[src/rtl/riscv_types.sv]
// riscv_types: operation, unit-class and decode-result types shared by the execute-stage issue logic
package riscv_types;
   typedef enum logic [5:0] {
      ADD = 6'd0, SLL, SLT, SLTU, XOR, SRL, OR, AND,
      SUB = 6'd8, SRA,
      MUL = 6'd16, MULH, MULHSU, MULHU, DIV, DIVU, REM, REMU,
      FADD = 6'd32, FSUB, FMUL, FDIV, FSQRT, FSGNJ, FSGNJN, FSGNJX, FMIN, FMAX,
      FCVT_W_S, FCVT_WU_S, FMV_X_W, FEQ, FLT, FLE, FCLASS, FCVT_S_W, FCVT_S_WU, FMV_W_X,
      FMADD, FMSUB, FNMSUB, FNMADD
   } alu_t;
   typedef enum logic [2:0] {UNIT_ALU, UNIT_MUL, UNIT_DIV, UNIT_FPU, UNIT_FDIV} unit_t;
   typedef struct packed {
      alu_t op;
      unit_t unit;
      logic illegal;
   } dec_t;
   localparam logic [2:0] LOAD_STORE = 3'd0;
   localparam logic [2:0] I_TYPE     = 3'd1;
   localparam logic [2:0] B_TYPE     = 3'd2;
   localparam logic [2:0] R_TYPE     = 3'd3;
   localparam logic [2:0] R_float    = 3'd4;
   localparam logic [2:0] R4_float   = 3'd5;
   localparam logic [2:0] I_float    = 3'd6;
   localparam logic [2:0] S_float    = 3'd7;
endpackage

[src/rtl/alu_issue_ctrl_if.sv]
// alu_issue_ctrl_if: issue/done handshake, instruction fields and registered decode results
interface alu_issue_ctrl_if;
   import riscv_types::*;
   logic issue_valid, issue_ready, kill, illegal, busy, done_valid, done_ready;
   logic [2:0] alu_op, fun3;
   logic [6:0] fun7, opcode;
   logic [4:0] rs2;
   alu_t alu_ctrl;
   unit_t unit_sel;
   modport master (
      output issue_valid, alu_op, fun3, fun7, rs2, opcode, kill, done_ready,
      input issue_ready, alu_ctrl, unit_sel, illegal, busy, done_valid
   );
   modport slave (
      input issue_valid, alu_op, fun3, fun7, rs2, opcode, kill, done_ready,
      output issue_ready, alu_ctrl, unit_sel, illegal, busy, done_valid
   );
endinterface

[src/rtl/alu_op_decode.sv]
// alu_op_decode: RV32IMF field decode to {op, unit, illegal}; float classes enabled by ALU_ISSUE_FPU_EN
module alu_op_decode import riscv_types::*; (
   input  logic [2:0] alu_op,
   input  logic [2:0] fun3,
   input  logic [6:0] fun7,
   input  logic [4:0] rs2,
   input  logic [6:0] opcode,
   output dec_t       dec
);
`ifdef ALU_ISSUE_FPU_EN
   localparam dec_t FP_BAD = '{FADD, UNIT_FPU, 1'b1};
   function automatic dec_t fp(alu_t op);
      return '{op, UNIT_FPU, 1'b0};
   endfunction
`else
   logic unused_fp;
   assign unused_fp = ^{rs2, opcode};
`endif
   // base and M-extension ops are laid out so fun3 indexes them directly
   always_comb begin
      dec = '{ADD, UNIT_ALU, 1'b0};
      case (alu_op)
         R_TYPE:
            if (fun7 == 7'b0000001) dec = '{alu_t'({3'b010, fun3}), fun3[2] ? UNIT_DIV : UNIT_MUL, 1'b0};
            else if (fun7 == 7'b0000000) dec.op = alu_t'({3'b000, fun3});
            else if (fun7 == 7'b0100000 && fun3 == 3'b000) dec.op = SUB;
            else if (fun7 == 7'b0100000 && fun3 == 3'b101) dec.op = SRA;
            else dec.illegal = 1'b1;
         I_TYPE: dec.op = fun3 == 3'b101 && fun7[5] ? SRA : alu_t'({3'b000, fun3});
         B_TYPE: dec.op = fun3[2:1] == 2'b11 ? SLTU : fun3[2:1] == 2'b10 ? SLT : SUB;
`ifdef ALU_ISSUE_FPU_EN
         R_float: begin
            dec = FP_BAD;
            case (fun7)
               7'b0000000: dec = fp(FADD);
               7'b0000100: dec = fp(FSUB);
               7'b0001000: dec = fp(FMUL);
               7'b0001100: dec = '{FDIV, UNIT_FDIV, 1'b0};
               7'b0101100: dec = '{FSQRT, UNIT_FDIV, 1'b0};
               7'b0010000: if (fun3 <= 3'd2) dec = fp(fun3 == 3'd0 ? FSGNJ : fun3 == 3'd1 ? FSGNJN : FSGNJX);
               7'b0010100: if (fun3 <= 3'd1) dec = fp(fun3[0] ? FMAX : FMIN);
               7'b1100000: if (rs2 <= 5'd1) dec = fp(rs2[0] ? FCVT_WU_S : FCVT_W_S);
               7'b1101000: if (rs2 <= 5'd1) dec = fp(rs2[0] ? FCVT_S_WU : FCVT_S_W);
               7'b1110000: if (fun3 <= 3'd1) dec = fp(fun3[0] ? FCLASS : FMV_X_W);
               7'b1010000: if (fun3 <= 3'd2) dec = fp(fun3 == 3'd2 ? FEQ : fun3 == 3'd1 ? FLT : FLE);
               7'b1111000: dec = fp(FMV_W_X);
               default: ;
            endcase
         end
         R4_float:
            case (opcode)
               7'b1000011: dec = fp(FMADD);
               7'b1000111: dec = fp(FMSUB);
               7'b1001011: dec = fp(FNMSUB);
               7'b1001111: dec = fp(FNMADD);
               default: dec = FP_BAD;
            endcase
`else
         R_float, R4_float: dec.illegal = 1'b1;
`endif
         default: ;
      endcase
   end
endmodule

[src/rtl/alu_issue_ctrl.sv]
// alu_issue_ctrl: registered decode-and-issue FSM with per-unit latency counter and done handshake
module alu_issue_ctrl import riscv_types::*; #(
   parameter int MUL_LAT  = 2,
   parameter int DIV_LAT  = 33,
   parameter int FPU_LAT  = 3,
   parameter int FDIV_LAT = 12
) (
   input logic             clk,
   input logic             reset,
   alu_issue_ctrl_if.slave bus
);
   localparam int ML = MUL_LAT > DIV_LAT ? MUL_LAT : DIV_LAT;
   localparam int FL = FPU_LAT > FDIV_LAT ? FPU_LAT : FDIV_LAT;
   localparam int CW = $clog2((ML > FL ? ML : FL) + 1);
   typedef enum logic [1:0] {IDLE, BUSY, DONE} state_t;
   state_t state;
   logic [CW-1:0] cnt, lat;
   logic accept;
   dec_t dec;
   alu_op_decode u_dec (
      .alu_op(bus.alu_op), .fun3(bus.fun3), .fun7(bus.fun7),
      .rs2(bus.rs2), .opcode(bus.opcode), .dec(dec)
   );
   assign lat = dec.unit == UNIT_MUL  ? CW'(MUL_LAT)  :
                dec.unit == UNIT_DIV  ? CW'(DIV_LAT)  :
                dec.unit == UNIT_FPU  ? CW'(FPU_LAT)  :
                dec.unit == UNIT_FDIV ? CW'(FDIV_LAT) : CW'(1);
   assign bus.issue_ready = state == IDLE || (state == DONE && bus.done_ready);
   assign accept          = bus.issue_valid && bus.issue_ready && !bus.kill;
   assign bus.busy        = state == BUSY;
   assign bus.done_valid  = state == DONE;
   always_ff @(posedge clk or posedge reset)
      if (reset) begin
         state        <= IDLE;
         cnt          <= '0;
         bus.alu_ctrl <= ADD;
         bus.unit_sel <= UNIT_ALU;
         bus.illegal  <= 1'b0;
      end else if (bus.kill) begin
         state <= IDLE;
         cnt   <= '0;
      end else if (accept) begin
         state        <= lat == CW'(1) ? DONE : BUSY;
         cnt          <= lat - CW'(1);
         bus.alu_ctrl <= dec.op;
         bus.unit_sel <= dec.unit;
         bus.illegal  <= dec.illegal;
      end else if (state == BUSY) begin
         cnt <= cnt - CW'(1);
         if (cnt == CW'(1)) state <= DONE;
      end else if (state == DONE && bus.done_ready) state <= IDLE;
endmodule

[src/flat_wrapper.sv]
// flat-port wrapper written by rule: the top's interface ports become plain ports
module alu_issue_ctrl_flat import riscv_types::*;
#(
   parameter int MUL_LAT  = 2,
   parameter int DIV_LAT  = 33,
   parameter int FPU_LAT  = 3,
   parameter int FDIV_LAT = 12
)
  (clk, reset, bus_issue_valid, bus_alu_op, bus_fun3, bus_fun7, bus_rs2, bus_opcode, bus_kill, bus_done_ready, bus_issue_ready, bus_alu_ctrl, bus_unit_sel, bus_illegal, bus_busy, bus_done_valid);
  alu_issue_ctrl_if bus_i ();
  input logic clk;
  input logic reset;
  input wire logic [$bits(bus_i.issue_valid)-1:0] bus_issue_valid;
  input wire logic [$bits(bus_i.alu_op)-1:0] bus_alu_op;
  input wire logic [$bits(bus_i.fun3)-1:0] bus_fun3;
  input wire logic [$bits(bus_i.fun7)-1:0] bus_fun7;
  input wire logic [$bits(bus_i.rs2)-1:0] bus_rs2;
  input wire logic [$bits(bus_i.opcode)-1:0] bus_opcode;
  input wire logic [$bits(bus_i.kill)-1:0] bus_kill;
  input wire logic [$bits(bus_i.done_ready)-1:0] bus_done_ready;
  output wire logic [$bits(bus_i.issue_ready)-1:0] bus_issue_ready;
  output wire logic [$bits(bus_i.alu_ctrl)-1:0] bus_alu_ctrl;
  output wire logic [$bits(bus_i.unit_sel)-1:0] bus_unit_sel;
  output wire logic [$bits(bus_i.illegal)-1:0] bus_illegal;
  output wire logic [$bits(bus_i.busy)-1:0] bus_busy;
  output wire logic [$bits(bus_i.done_valid)-1:0] bus_done_valid;
  assign bus_i.issue_valid = bus_issue_valid;
  assign bus_i.alu_op = bus_alu_op;
  assign bus_i.fun3 = bus_fun3;
  assign bus_i.fun7 = bus_fun7;
  assign bus_i.rs2 = bus_rs2;
  assign bus_i.opcode = bus_opcode;
  assign bus_i.kill = bus_kill;
  assign bus_i.done_ready = bus_done_ready;
  assign bus_issue_ready = bus_i.issue_ready;
  assign bus_alu_ctrl = bus_i.alu_ctrl;
  assign bus_unit_sel = bus_i.unit_sel;
  assign bus_illegal = bus_i.illegal;
  assign bus_busy = bus_i.busy;
  assign bus_done_valid = bus_i.done_valid;
  alu_issue_ctrl #(.MUL_LAT(MUL_LAT), .DIV_LAT(DIV_LAT), .FPU_LAT(FPU_LAT), .FDIV_LAT(FDIV_LAT)) u_core (.clk(clk), .reset(reset), .bus(bus_i));
endmodule
[config.mk]
export PLATFORM = sky130hd
export DESIGN_NAME = alu_issue_ctrl_flat
export DESIGN_NICKNAME = d
export VERILOG_FILES = /design/src/rtl/riscv_types.sv /design/src/rtl/alu_issue_ctrl_if.sv /design/src/rtl/alu_op_decode.sv /design/src/rtl/alu_issue_ctrl.sv /design/src/flat_wrapper.sv
export SDC_FILE = /design/constraint.sdc
export NUM_CORES = 1
export LEC_CHECK = 0
export CELL_PAD_IN_SITES_DETAIL_PLACEMENT = 0
export CELL_PAD_IN_SITES_GLOBAL_PLACEMENT = 1
export CORE_MARGIN = 5
export CORE_UTILIZATION = 30
export DETAILED_ROUTE_END_ITERATION = 12
export PLACE_DENSITY_LB_ADDON = 0.1
export SYNTH_ARGS = -nofsm -noshare
export SYNTH_HDL_FRONTEND = slang
export SYNTH_SLANG_ARGS = --single-unit
[constraint.sdc]
create_clock -name clk -period 1.8 [get_ports clk]
set_clock_uncertainty 0.05 [all_clocks]
set_input_delay 0.54 -clock clk [delete_from_list [all_inputs] [get_ports clk]]
set_output_delay 0.54 -clock clk [all_outputs]
set_load 0.005 [all_outputs]
## Yosys cells after proc, flatten, opt, wreduce, memory -nomap -nowiden

Cells that the tools add are included.

- Mux-type cells: 29
- Eq/ne operators: 19
- Bitwise logic cells: 1
- Reductions and logical operators: 16
- Add/sub/neg operators: 2

Operators with widths:

| cell | number |
|---|---|
| 6-bit two-way mux | 9 |
| 4-bit two-way mux | 5 |
| 6-bit case mux with 3 select lines | 1 |
| 2-bit two-way mux | 8 |
| 3-bit by 2-bit equality test with 1-bit output, second input constant | 4 |
| 3-bit equality test, second input constant | 4 |
| 6-bit by 1-bit equality test with 1-bit output, second input constant | 2 |
| 6-bit by 1-bit subtractor with 6-bit output, second input constant | 2 |
| 7-bit by 1-bit equality test with 1-bit output, second input constant | 1 |
| 7-bit by 6-bit equality test with 1-bit output, second input constant | 1 |
| 7-bit zero test | 1 |
| 2-bit equality test, second input constant | 3 |
| 3-bit by 1-bit equality test with 1-bit output, second input constant | 2 |
| 1-bit logical AND | 6 |
| 1-bit two-way mux | 4 |
| 4-bit by 2-bit != test with 1-bit output, second input constant | 1 |
| 2-bit AND reduction | 2 |
| 4-bit nonzero test | 1 |
| 3-bit zero test | 1 |
| 3-bit two-way mux | 1 |
| 3-bit nonzero test | 1 |
| 2-bit by 1-bit equality test with 1-bit output, second input constant | 1 |
| 2-bit zero test | 1 |
| 1-bit case mux with 2 select lines | 1 |
| 4 further kinds | 4 |

- Output and inout bits: 13
- Bits of input ports: 30
- Word-level logic and storage cells: 72
- Register bits: 18

## Logic depth before layout (Yosys ltp)

- Word-level depth: 12
- Gate-level depth with buffers: 5
- Depth with buffers taken out: 5

## Hierarchy

Synthesis repeated with hierarchy kept, for this count alone.

- Cell total of the unflattened synthesis: 129
- Area total of the unflattened synthesis: 1221.2 µm²

Modules (own cells, without submodules):

| module | instances | seq. area each (µm²) | cells an instance | area an instance (µm²) |
|---|---|---|---|---|
| alu_issue_ctrl | 1 | 450.4 | 93 | 998.5 |
| alu_op_decode | 1 | 0.0 | 36 | 222.7 |

## Worst setup path before layout

OpenSTA, ideal clock, no wires.

- Kind: input -> register
- From: in bus_fun7[1]
- To: reg u_core.bus.alu_ctrl[3]
- Data required time: 1.684 ns
- Slack: 0.026 ns
- Setup time: 0.066 ns
- Arrival: 1.658 ns
- Cell stages on the path: 4
- Path buffers: 0
- Path through: or3_4 -> or3_4 -> nor4_2 -> a221o_1

- Longest elaborated chain between the ends: 7
- Elaborated cells on any way between the ends: 10
- Those cells by class: eq/ne (2); mux (5); reduce/logical (3)

RTL lines:

| what | RTL line | RTL |
|---|---|---|
| from (decl) | flat_wrapper.sv:16 | `input wire logic [$bits(bus_i.fun7)-1:0] bus_fun7;` |
| 7-bit by 6-bit equality test with 1-bit output | alu_op_decode.sv:26, alu_op_decode.sv:27 |  |
| 1-bit logical AND | alu_op_decode.sv:27 | `else if (fun7 == 7'b0100000 && fun3 == 3'b101) dec.op = SRA;` |
| 4-bit two-way mux | alu_op_decode.sv:27 |  |
| 6-bit two-way mux | alu_op_decode.sv:26 | `else if (fun7 == 7'b0100000 && fun3 == 3'b000) dec.op = SUB;` |
| 6-bit two-way mux | alu_op_decode.sv:25 | `else if (fun7 == 7'b0000000) dec.op = alu_t'({3'b000, fun3});` |
| 6-bit two-way mux * | alu_op_decode.sv:24 | `if (fun7 == 7'b0000001) dec = '{alu_t'({3'b010, fun3}), fun3[2] ? UNIT_DIV : UNIT_MUL, 1'b0};` |
| 6-bit case mux with 3 select lines * | alu_op_decode.sv:22 | `case (alu_op)` |
| to (signal assigned) | alu_issue_ctrl.sv:45 | `bus.alu_ctrl <= dec.op;` |
| to (decl) | alu_issue_ctrl_if.sv:16 | `output issue_ready, alu_ctrl, unit_sel, illegal, busy, done_valid` |

Mark *: on every way between the ends. The rest lies on a longest branch, timed or not.
A chain may end at the register's enable or synchronous reset.

## Worst setup path after layout

- From: in bus_done_ready
- To: out bus_issue_ready

- Longest elaborated chain between the ends: 2

RTL lines:

| what | RTL line | RTL |
|---|---|---|
| from (decl) | flat_wrapper.sv:20 | `input wire logic [$bits(bus_i.done_ready)-1:0] bus_done_ready;` |
| 1-bit logical AND | alu_issue_ctrl.sv:28 | `assign bus.issue_ready = state == IDLE \|\| (state == DONE && bus.done_ready);` |
| 1-bit logical OR | alu_issue_ctrl.sv:28 |  |
| to (decl) | flat_wrapper.sv:21 | `output wire logic [$bits(bus_i.issue_ready)-1:0] bus_issue_ready;` |

Every way passes these cells.

==> results.md <==
* Total gr overflow at 0
* Root buffer cell: clkbuf_4
* Pin count of the biggest net entering global routing at 17
* F_max at 572 MHz
* Endpoints failing setup at 0
* # diodes at 0
* CTS tree: yes
* Hold crit path type: register to register
* CP Max Fanout at 4
* Top post-synthesis cells by count: dfrtp_1 (16), nand2_1 (8), nor2_1 (7)
* Vias in the first global route at 1074
* Mapped Cells at 102
* R2R depth at 5
* # Max-Cap Violations at 0
* CTS sink cnt at 16
* Crit path kind: input port to output port
* WL per Instance at 14.2 um
* CP arrival at 1.16 ns
* CTS Buffer Depth at 2
* FF-to-FF Start: u_core.state[0]
* Hold slack at 0.425 ns
* Die Width at 67.9 um
* DR DRC count at 0
* DP Area at 1490 um^2
* Register area share after synthesis at 0.398
* DIE AREA at 4610 um^2
* Final period utilization at 0.971
* Layout cells sized above 1 at 0.352
* Die H at 67.9 um
* CTS Buf Count at 3
* Status: finished clean
* RePlAce Congestion at 0.810
* Total I/O pin count at 43
* Initial antenna violation count at 0
* Vias at 1011
* Crit start category: input port
* Final instance area at 1700 um^2
* EDFF count, synth at 0
* Minimum clock period at 1.75 ns
* Maximum VDD drop at 0.220 mV
* Critical R2R Capture: u_core.bus.alu_ctrl[1]
* Cell variety after synth at 47
* Initial drt markers at 27
* DP Wirelength at 2160 um
* Drt total wl at 2950 um
* Area grow syn2layout at 68.5%
* Core area at 3280 um^2
* PortBufs at 28
* DR vias/cell at 4.86
* Clock Pin Slew Worst Setup and Hold Paths at 0.09 ns
* Register bit total from synthesis at 16
* Top-count cell post-synth: dfrtp_1
* Final Hold Vio Count at 0
* Synth area leaders: dfrtp_1 (40%), or3_4 (3.4%), a21o_1 (3.0%)
* R2r setup slk at 0.06 ns
* Clock Latency Late Sink at 0.29 ns
* First-pass GRT wire length at 4990 um
* Asr flop ratio synth at 1.00
* Mapped cell area at 1010 um^2
* Final Max Tran Viols at 0
* # hold bufs at CTS at 0
* Power density cells at 504 nW/um^2
* Non-filler instance count after layout at 208
* Fin nets at 195
* H-tree levels at 1
* CP endpoint kind: output port
* Placed Instances at 197
* # rows at 21
* Pre-antenna DRT Iters at 4
* Worst Setup EP: bus_issue_ready
* Mapped Avg Cell Area at 9.86 um^2
* Gr usage total at 0.143
* CP Data Required Time at 1.21 ns
* Starting density of the core at 0.306
* Syn. warnings at 0
* Critical Path Start: bus_done_ready
* Most area-hungry cell type in the Yosys netlist: dfrtp_1
* Post-synth top area share at 0.398
* Ys flop type: dfrtp_1
* Leak at 0.000853 uW
* Post-DRT Antenna Nets at 0
per-layer routing:
metal / global-route usage / wire length [um] / vias to the layer above
li1: - / - / 500
met3: 0.0279 / 152 / 4
met5: 0 / 0 / -
met1: 0.175 / 1280 / 482
met4: 0.0596 / 47 / 0
met2: 0.245 / 1460 / 25
report_power, final:
| part | total [uW] | switching (uW) | internal (uW) |
|---|---|---|---|
| sequential | 383 | 9.80 | 373 |
| combinational | 232 | 97.7 | 135 |
| clock | 240 | 117 | 123 |
| total | 854 | 224 | 630 |
state kept, by name, summed over array words and instances, names as in the netlist:
register,cells
u_core.bus.unit_sel,2
u_core.state,2
u_core.bus.illegal,1
u_core.cnt,6
u_core.bus.alu_ctrl,5
per-stage QoR:
step | TNS, ns | utilization | power [uW] | setup slack [ns]
floorplan | 0 | - | 463 | 0.0263
global placement | -5.97 | 0.455 | 584 | -0.569
detailed placement | -6.01 | 0.455 | 586 | -0.562
CTS | 0 | 0.490 | 854 | 0.00529
global route | -0.0392 | 0.516 | 911 | -0.0313
finish | 0 | 0.516 | 854 | 0.0517
worst max-delay path: stages:
cell	delay [ns]
dlygate4sd2_1	0.27
nor2b_4	0.19
nor2_2	0.04
buf_2	0.12
cell families (layout without fill, tap and decap cells):
logic type,Yosys count,in the layout,synth area share
multiplexers,1,1,0.0112
XOR/XNOR,3,3,0.0261
flip-flops,16,16,0.398
other,1,2,0.00373
AND/OR/NAND/NOR,45,46,0.305
buffers and inverters,10,68,0.0522
adder cells (fa/ha/maj),2,2,0.0249
AO/OA/AOI/OAI,24,24,0.179
repair_timing:
item                                    4_1_cts  5_1_grt
gates resized for setup                      26       16
cloned                                        1        0
endpoints found under the hold margin         0        0
endpoints found under the setup margin       15       15
pin swaps                                     5        6
setup buffers                                 3        3
cell usage in the layout (no fill, tap or decap), types with 2 or more instances in the layout:
| cell | synthesis | final |
|---|---|---|
| a21o_1 | 4 | 4 |
| a21oi_1 | 2 | 2 |
| a221o_1 | 2 | 2 |
| buf_2 | 0 | 2 |
| buf_4 | 2 | 27 |
| buf_6 | 1 | 2 |
| clkbuf_4 | 0 | 3 |
| clkdlybuf4s50_1 | 0 | 15 |
| conb_1 | 1 | 2 |
| dfrtp_1 | 16 | 15 |
| dlygate4sd2_1 | 0 | 5 |
| dlymetal6s2s_1 | 0 | 5 |
| ha_1 | 2 | 2 |
| inv_1 | 6 | 6 |
| nand2_1 | 8 | 8 |
| nand2b_4 | 1 | 2 |
| nand4_1 | 2 | 2 |
| nor2_1 | 7 | 5 |
| nor2b_1 | 2 | 2 |
| nor3_1 | 4 | 3 |
| nor3b_1 | 2 | 2 |
| nor4_4 | 0 | 2 |
| o21ai_1 | 2 | 2 |
| o31ai_1 | 3 | 2 |
| or3_4 | 3 | 4 |
| xor2_1 | 2 | 2 |
how the worst min path moves through the flow:
stage                                start                      to  slack (ns)  depth (start not counted)
floorplan                            reset  u_core.bus.alu_ctrl[0]        0.40                          1
global placement    u_core.bus.unit_sel[1]  u_core.bus.unit_sel[1]        0.40                          2
detailed placement  u_core.bus.unit_sel[0]  u_core.bus.unit_sel[0]        0.41                          2
CTS                 u_core.bus.unit_sel[0]  u_core.bus.unit_sel[0]        0.44                          2
global route        u_core.bus.unit_sel[0]  u_core.bus.unit_sel[0]        0.48                          2
finish              u_core.bus.unit_sel[0]  u_core.bus.unit_sel[0]        0.43                          2
final cells by class:
type	instances	area, um^2
Timing Repair Buffer	57	497
Fill cell	317	1590
Inverter	7	26.3
Clock buffer	4	36.3
Sequential cell	16	402
Multi-Input combinational cell	78	677
Tap cell	46	57.6
(Power assumes the default switching activity.)
